File: src/rtl/wb_port_arbiter.sv
// wb_port_arbiter: round-robin arbitration of execution-unit results onto the single registered writeback port
module wb_port_arbiter #(
  parameter int NUM_UNITS      = 4,
  parameter int LOG2_MAX_IDS   = 3,
  parameter int XLEN           = 32,
  parameter int CONFLICT_CNT_W = 16
) (
  input  logic                           clk,
  input  logic                           rst,
  input  logic [NUM_UNITS-1:0]           unit_valid,
  input  logic [NUM_UNITS*LOG2_MAX_IDS-1:0] unit_id,
  input  logic [NUM_UNITS*XLEN-1:0]      unit_data,
  output logic [NUM_UNITS-1:0]           unit_ack,
  input  logic                           writeback_suppress,
  output logic                           wb_valid,
  output logic [LOG2_MAX_IDS-1:0]        wb_id,
  output logic [XLEN-1:0]                wb_data,
  output logic [CONFLICT_CNT_W-1:0]      conflict_count,
  input  logic                           conflict_clear
);
  localparam int PW = (NUM_UNITS > 1) ? $clog2(NUM_UNITS) : 1;
  logic [PW-1:0] rr_ptr, gnt_idx, k;
  logic found, grant, multi;
  always_comb begin
    found = 1'b0;
    gnt_idx = '0;
    k = '0;
    for (int i = 0; i < NUM_UNITS; i++) begin
      k = PW'((int'(rr_ptr) + i) % NUM_UNITS);
      if (!found && unit_valid[k]) begin
        found = 1'b1;
        gnt_idx = k;
      end
    end
  end
  assign grant = found && !writeback_suppress && !rst;
  assign unit_ack = grant ? (NUM_UNITS'(1) << gnt_idx) : '0;
  // at least two requesters: clearing the lowest set bit leaves something
  assign multi = |(unit_valid & (unit_valid - NUM_UNITS'(1)));
  always_ff @(posedge clk or posedge rst) begin
    if (rst) begin
      rr_ptr <= '0;
      wb_valid <= 1'b0;
      wb_id <= '0;
      wb_data <= '0;
      conflict_count <= '0;
    end else begin
      wb_valid <= grant;
      if (grant) begin
        rr_ptr <= (gnt_idx == PW'(NUM_UNITS - 1)) ? '0 : gnt_idx + PW'(1);
        wb_id <= unit_id[gnt_idx*LOG2_MAX_IDS +: LOG2_MAX_IDS];
        wb_data <= unit_data[gnt_idx*XLEN +: XLEN];
      end
      conflict_count <= conflict_clear ? '0 :
                        (grant && multi && !(&conflict_count)) ? conflict_count + CONFLICT_CNT_W'(1) :
                        conflict_count;
    end
  end
endmodule

File: config.mk
export PLATFORM = sky130hd
export DESIGN_NAME = wb_port_arbiter
export DESIGN_NICKNAME = d
export VERILOG_FILES = /design/src/rtl/wb_port_arbiter.sv
export SDC_FILE = /design/constraint.sdc
export NUM_CORES = 1
export LEC_CHECK = 0
export CAP_MARGIN = 20
export CELL_PAD_IN_SITES_DETAIL_PLACEMENT = 1
export CELL_PAD_IN_SITES_GLOBAL_PLACEMENT = 1
export CORE_MARGIN = 3
export CORE_UTILIZATION = 30
export CTS_BUF_LIST = sky130_fd_sc_hd__clkbuf_4
export DETAILED_ROUTE_END_ITERATION = 10
export PLACE_DENSITY_LB_ADDON = 0.1
export SLEW_MARGIN = 5
export SYNTH_ARGS = -nofsm -noshare
export SYNTH_HDL_FRONTEND = slang
export SYNTH_SLANG_ARGS = --single-unit
File: constraint.sdc
create_clock -name clk -period 6 [get_ports clk]
set_clock_uncertainty 0.2 [all_clocks]
set_input_delay 0.6 -clock clk [delete_from_list [all_inputs] [get_ports clk]]
set_output_delay 0.6 -clock clk [all_outputs]
set_load 0.05 [all_outputs]
# Yosys cells after proc, flatten, opt, wreduce, memory -nomap -nowiden

Index checks and enable logic that the tools add are counted.

$add $sub $neg: 6
Multiplexer cells: 20
Multipliers: 1
Magnitude comparators: 4
Equal/unequal tests: 1
Bitwise gates (word level): 1
Reduce and logical (&&, ||, !) cells: 16
Shift-type cells: 3

Operators by type and width:

| kind                  | number |
|---|---|
| $shiftx 128x8->32     | 1 |
| $mux 16               | 2 |
| $add 16x1->16 const B | 1 |
| $reduce_and 16->1     | 1 |
| $lt 2x3->1 const B    | 4 |
| $shiftx 12x5->3       | 1 |
| $mux 2                | 5 |
| $bmux 1 s2            | 4 |
| $mux 1                | 8 |
| $logic_and 1x1->1     | 7 |
| $logic_not 1->1       | 6 |
| $add 2x1->2 const B   | 2 |
| $add 2x2->2 const B   | 2 |
| $and 4x4->4           | 1 |
| $mul 2x2->4 const B   | 1 |
| $mux 4                | 1 |
| $reduce_or 4->1       | 1 |
| $shl 1x2->4 const A   | 1 |
| $sub 4x1->4 const B   | 1 |
| $eq 2x2->1 const B    | 1 |
| $reduce_bool 2->1     | 1 |

Bits in registers: 54
Word-level logic and storage cells: 57
Output and inout bits: 56

# Logic depth before layout (Yosys ltp)

Depth after elaboration: 18
Gate-level depth with buffers: 8
Mapped depth without buffers: 6

# Least setup slack after synthesis

OpenSTA, ideal clock, no wires.

Path type: in2out
Start point: input port unit_valid[0]
End point: output port unit_ack[0]
Stages on the path: 7
Arrival time: 1.889 ns
Path slack: 3.311 ns
Path buffers: 1
Cells stage by stage: and2_1 > nand2_1 > and3_4 > clkinv_2 > buf_4 > ha_1 > and2_1

Cells in the longest elaborated chain, start to end: 15
Elaborated cells between the ends (all ways): 26
Those cells by class: shift: 1; mux: 17; reduce/logical: 8

Ends and longest elaborated chain:

| element                         | line | RTL |
|---|---|---|
| start, declared                 | 10   | `input logic [NUM_UNITS-1:0] unit_valid,` |
| $bmux 1 s2                      | 30   | `if (!found && unit_valid[k]) begin` |
| $mux 1 (implied by the code)    | 30   |  |
| $mux 1                          | 30   |  |
| $logic_not 1->1                 | 30   |  |
| $logic_and 1x1->1               | 30   |  |
| $mux 1                          | 30   |  |
| $logic_not 1->1                 | 30   |  |
| $logic_and 1x1->1               | 30   |  |
| $mux 1                          | 30   |  |
| $logic_not 1->1                 | 30   |  |
| $logic_and 1x1->1               | 30   |  |
| $mux 1                          | 30   |  |
| $logic_and 1x1->1 (2 in series) | 36   | `assign grant = found && !writeback_suppress && !rst;` |
| $mux 4 (*)                      | 37   | `assign unit_ack = grant ? (NUM_UNITS'(1) << gnt_idx) : '0;` |
| end, declared                   | 13   | `output logic [NUM_UNITS-1:0] unit_ack,` |

Mark *: on every way between the ends. The rest lies on a longest branch, timed or not. The select of a mux whose other input is x is not followed.

# Worst setup path in the final report

Start point: input port unit_valid[0]
End point: output port unit_ack[2]

Same word-level chain as after synthesis.

==> flow_metrics.py <==
metrics = {
    "status": {
        "outcome": "finished, final reports clean",
    },
    "timing": {
        "finalSetupViolCount": 0,
        "period_share": 0.7490,
        "hold_viol": 0,
        "min_period_ns": 4.494,
        "max_freq_mhz": 222.5,
        "tns_ns": 0,
        "slew_viol_final": 0,
        "tightest_slew_ns": 0.9009,
        "relSlewSlack": 0.3980,
        "rsz0062_at_grt": "no",
    },
    "logic_synthesis": {
        "post-synth-top-count-cell": "dfrtp_1",
        "yosysTopAreaCell": "dfrtp_1",
        "netlist_top_cells_count": "dfrtp_1, nor2_1, and2_1",
        "synth_fa_ha_area_frac": 0.02068,
        "yosys.area_share.xor_xnor": 0.02745,
        "synth_flop_cell": "dfrtp_1",
        "netlist.area_leader.share": 0.3850,
        "synthCells": 367,
        "yosysWarningCount": 0,
        "ys_types": 48,
        "yosys_register_bits": 54,
        "muxShareOfSynthArea": 0.1059,
        "synth.avg_cell_area_um2": 9.563,
        "netlist_area_um2": 3510,
        "synth_nets": 520,
        "ys_seq_area_frac": 0.3850,
        "synth_compound_area_frac": 0.2029,
        "synth-edff-count": 0,
        "synth_area_leaders": "dfrtp_1, mux2i_1, a221oi_1",
        "synth_top_family_by_area": "simple AND/OR/NAND/NOR gates",
        "synth-simple-area-share": 0.2039,
        "async_flop_share": 1.000,
    },
    "place": {
        "portBuffers": 203,
        "place.gp.congestion": 0.7902,
        "place_hpwl_mm": 9.930,
        "dpl_cell_area_um2": 5595,
    },
    "setup_path": {
        "critPathMaxFanout": 36,
        "slowest_delay_ns": 0.70,
        "reg2regPathDepth": 8,
        "worstPathRequired_ns": 5.20,
        "start_kind": "input pin",
        "worst_setup_path_end_kind": "primary output",
        "timing.rr.end": "wb_data[17]",
        "arrival_ns": 3.69,
        "path_class": "in2out",
        "rrSetupSlack_ns": 2.79,
        "cp_cell_sequence": "clkdlybuf4s50_1 -> and2_1 -> nand2_1 -> buf_4 -> and3_4 -> clkinv_2 -> ha_1 -> and2_1 -> clkdlybuf4s50_1",
        "cp_slowest_cell": "clkdlybuf4s50_1",
        "timing.rr.start": "rr_ptr[1]",
    },
    "clock_tree": {
        "htree_num_levels": 2,
        "cts.sinks": 54,
        "cts_buffers": 5,
        "cts_tree": "built",
        "cts_resized": 0,
        "clock-root-buffer": "clkbuf_4",
        "insertion_delay_ns": 0.39,
        "cts_hold_buf": 0,
        "clk_pin_slew_worst_paths_ns": 0.16,
        "cts_setup_buffers": 0,
        "cts_buffer_depth": 2,
    },
    "final_layout": {
        "antenna_cells": 0,
        "area_growth_pct": 60.82,
        "fin_nets": 707,
        "drive_gt1_frac": 0.03604,
        "final_area_um2": 5644,
        "fillers": 1291,
    },
    "detailed_routing": {
        "num_vias": 3694,
        "route.detailed.drc": 0,
        "vias_per_cell": 5.315,
        "drt_iter0_markers": 117,
        "wl_per_cell_um": 18.86,
        "routed_wl_mm": 13.11,
        "firstDrtPassIters": 6,
        "ant_nets": 0,
    },
    "grt": {
        "grt_pass1_wl_mm": 20.29,
        "first_global_vias": 3926,
        "grt_overflow": 0,
        "antenna_found_initial": 0,
        "grt_max_degree": 55,
        "grt_use_total": 0.1962,
    },
    "run": {
        "cap_violations": 0,
    },
    "min_path": {
        "hp-class": "reg2reg",
        "hold_end": "wb_data[27]",
        "hp-start": "wb_data[27]",
        "worst_hold_path.num_cells": 1,
    },
    "floorplan": {
        "die_y_um": 114.2,
        "num_io_pins": 204,
        "fp.coreArea_um2": 11130,
        "rows": 38,
        "die_w_um": 114.2,
        "start_util": 0.3155,
        "dieArea_um2": 13030,
    },
    "power": {
        "powerDensity_nw_per_um2": 280.3,
        "p_leak_nw": 2.212,
        "ir_drop_mv": 0.1577,
    },
}
-- power breakdown --
group          total [mW]  switching, mW  internal [mW]
Sequential          0.500         0.0496          0.450
Clock               0.160          0.118         0.0422
Combinational       0.922          0.568          0.354
-- worst max-delay path, delay by kind of cell --
| family | cells | cell delay [ns] |
|---|---|---|
| adder cells (fa/ha/maj) | 1 | 0.42 |
| buffers and inverters | 4 | 1.97 |
| AND/OR/NAND/NOR | 4 | 0.69 |
-- metal layers --
| metal | share of wire | global-route usage | vias to the layer above |
|---|---|---|---|
| li1 | - | - | 1744 |
| met1 | 0.39 | 0.2169 | 1811 |
| met2 | 0.51 | 0.3560 | 123 |
| met3 | 0.071 | 0.06131 | 16 |
| met4 | 0.021 | 0.06413 | 0 |
| met5 | 0 | 0 | - |
-- cells by family (layout without fill, tap and decap cells) --
family,after synthesis,after routing
AOI/OAI and AO/OA,88,88
xor gates and xnor gates,11,11
adders and majority gates,6,6
buffers and inverters,35,223
DFF,54,54
muxes,37,37
and+or+nand+nor,136,136
-- worst max-delay path by stage --
| stage | from | end | slack (ns) | cells past startpoint |
|---|---|---|---|---|
| after CTS | unit_valid[0] | unit_ack[2] | 1.45 | 9 |
| after global placement | unit_valid[0] | unit_ack[0] | 1.53 | 9 |
| after floorplan | unit_valid[0] | unit_ack[0] | 3.31 | 7 |
| after global routing | unit_valid[0] | unit_ack[2] | 1.27 | 9 |
| final | unit_valid[0] | unit_ack[2] | 1.51 | 9 |
| after detailed placement | unit_valid[0] | unit_ack[0] | 1.47 | 9 |
-- sequential cells by signal, summed over array words and instances, names as in the netlist --
signal and cells:
wb_valid 1, conflict_count 16, wb_data 32, rr_ptr 2, wb_id 3
-- cell usage in the layout, fill, tap and decap left out, drive strengths merged, types with 2 or more instances in the layout --
cell,n
nand3,2
and2,42
and4,2
nand4,9
buf,4
a21oi,4
and3,4
or3,2
clkbuf,5
o21ai,3
a221oi,34
dfrtp,54
nand2b,2
nor4,3
xor2,5
clkdlybuf4s50,203
a211oi,35
mux2i,36
o2111ai,3
nor3,5
or4,2
xnor2,6
clkinv,4
nor2,50
inv,7
nand2,10
o31ai,2
ha,5
-- through the flow --
| step | utilization | instances | worst slack, ns | power (mW) | hold WS (ns) |
|---|---|---|---|---|---|
| finish | 0.5073 | 695 | 1.506 | 1.582 | 0.3426 |
| global route | 0.5073 | 695 | 1.266 | 1.684 | 0.3818 |
| CTS | 0.5073 | 695 | 1.445 | 1.609 | 0.3471 |
| detailed placement | 0.5029 | 687 | 1.468 | 1.442 | 0.3044 |
| global placement | 0.5029 | 687 | 1.530 | 1.424 | 0.3086 |
| floorplan | - | 367 | 3.311 | 1.095 | 0.3069 |
-- cell type report --
class                   instances  area, um^2  area share
repair buffers                207        2062      0.3653
multi-input cells             278        1976      0.3500
clock buffers                   5       37.54    0.006650
well taps                     140       175.2     0.03104
clock inverters                 3       11.26    0.001995
inverters                       8       31.28    0.005542
flip-flops and latches         54        1351      0.2394
No activity file was read; power rests on OpenSTA's default activity.
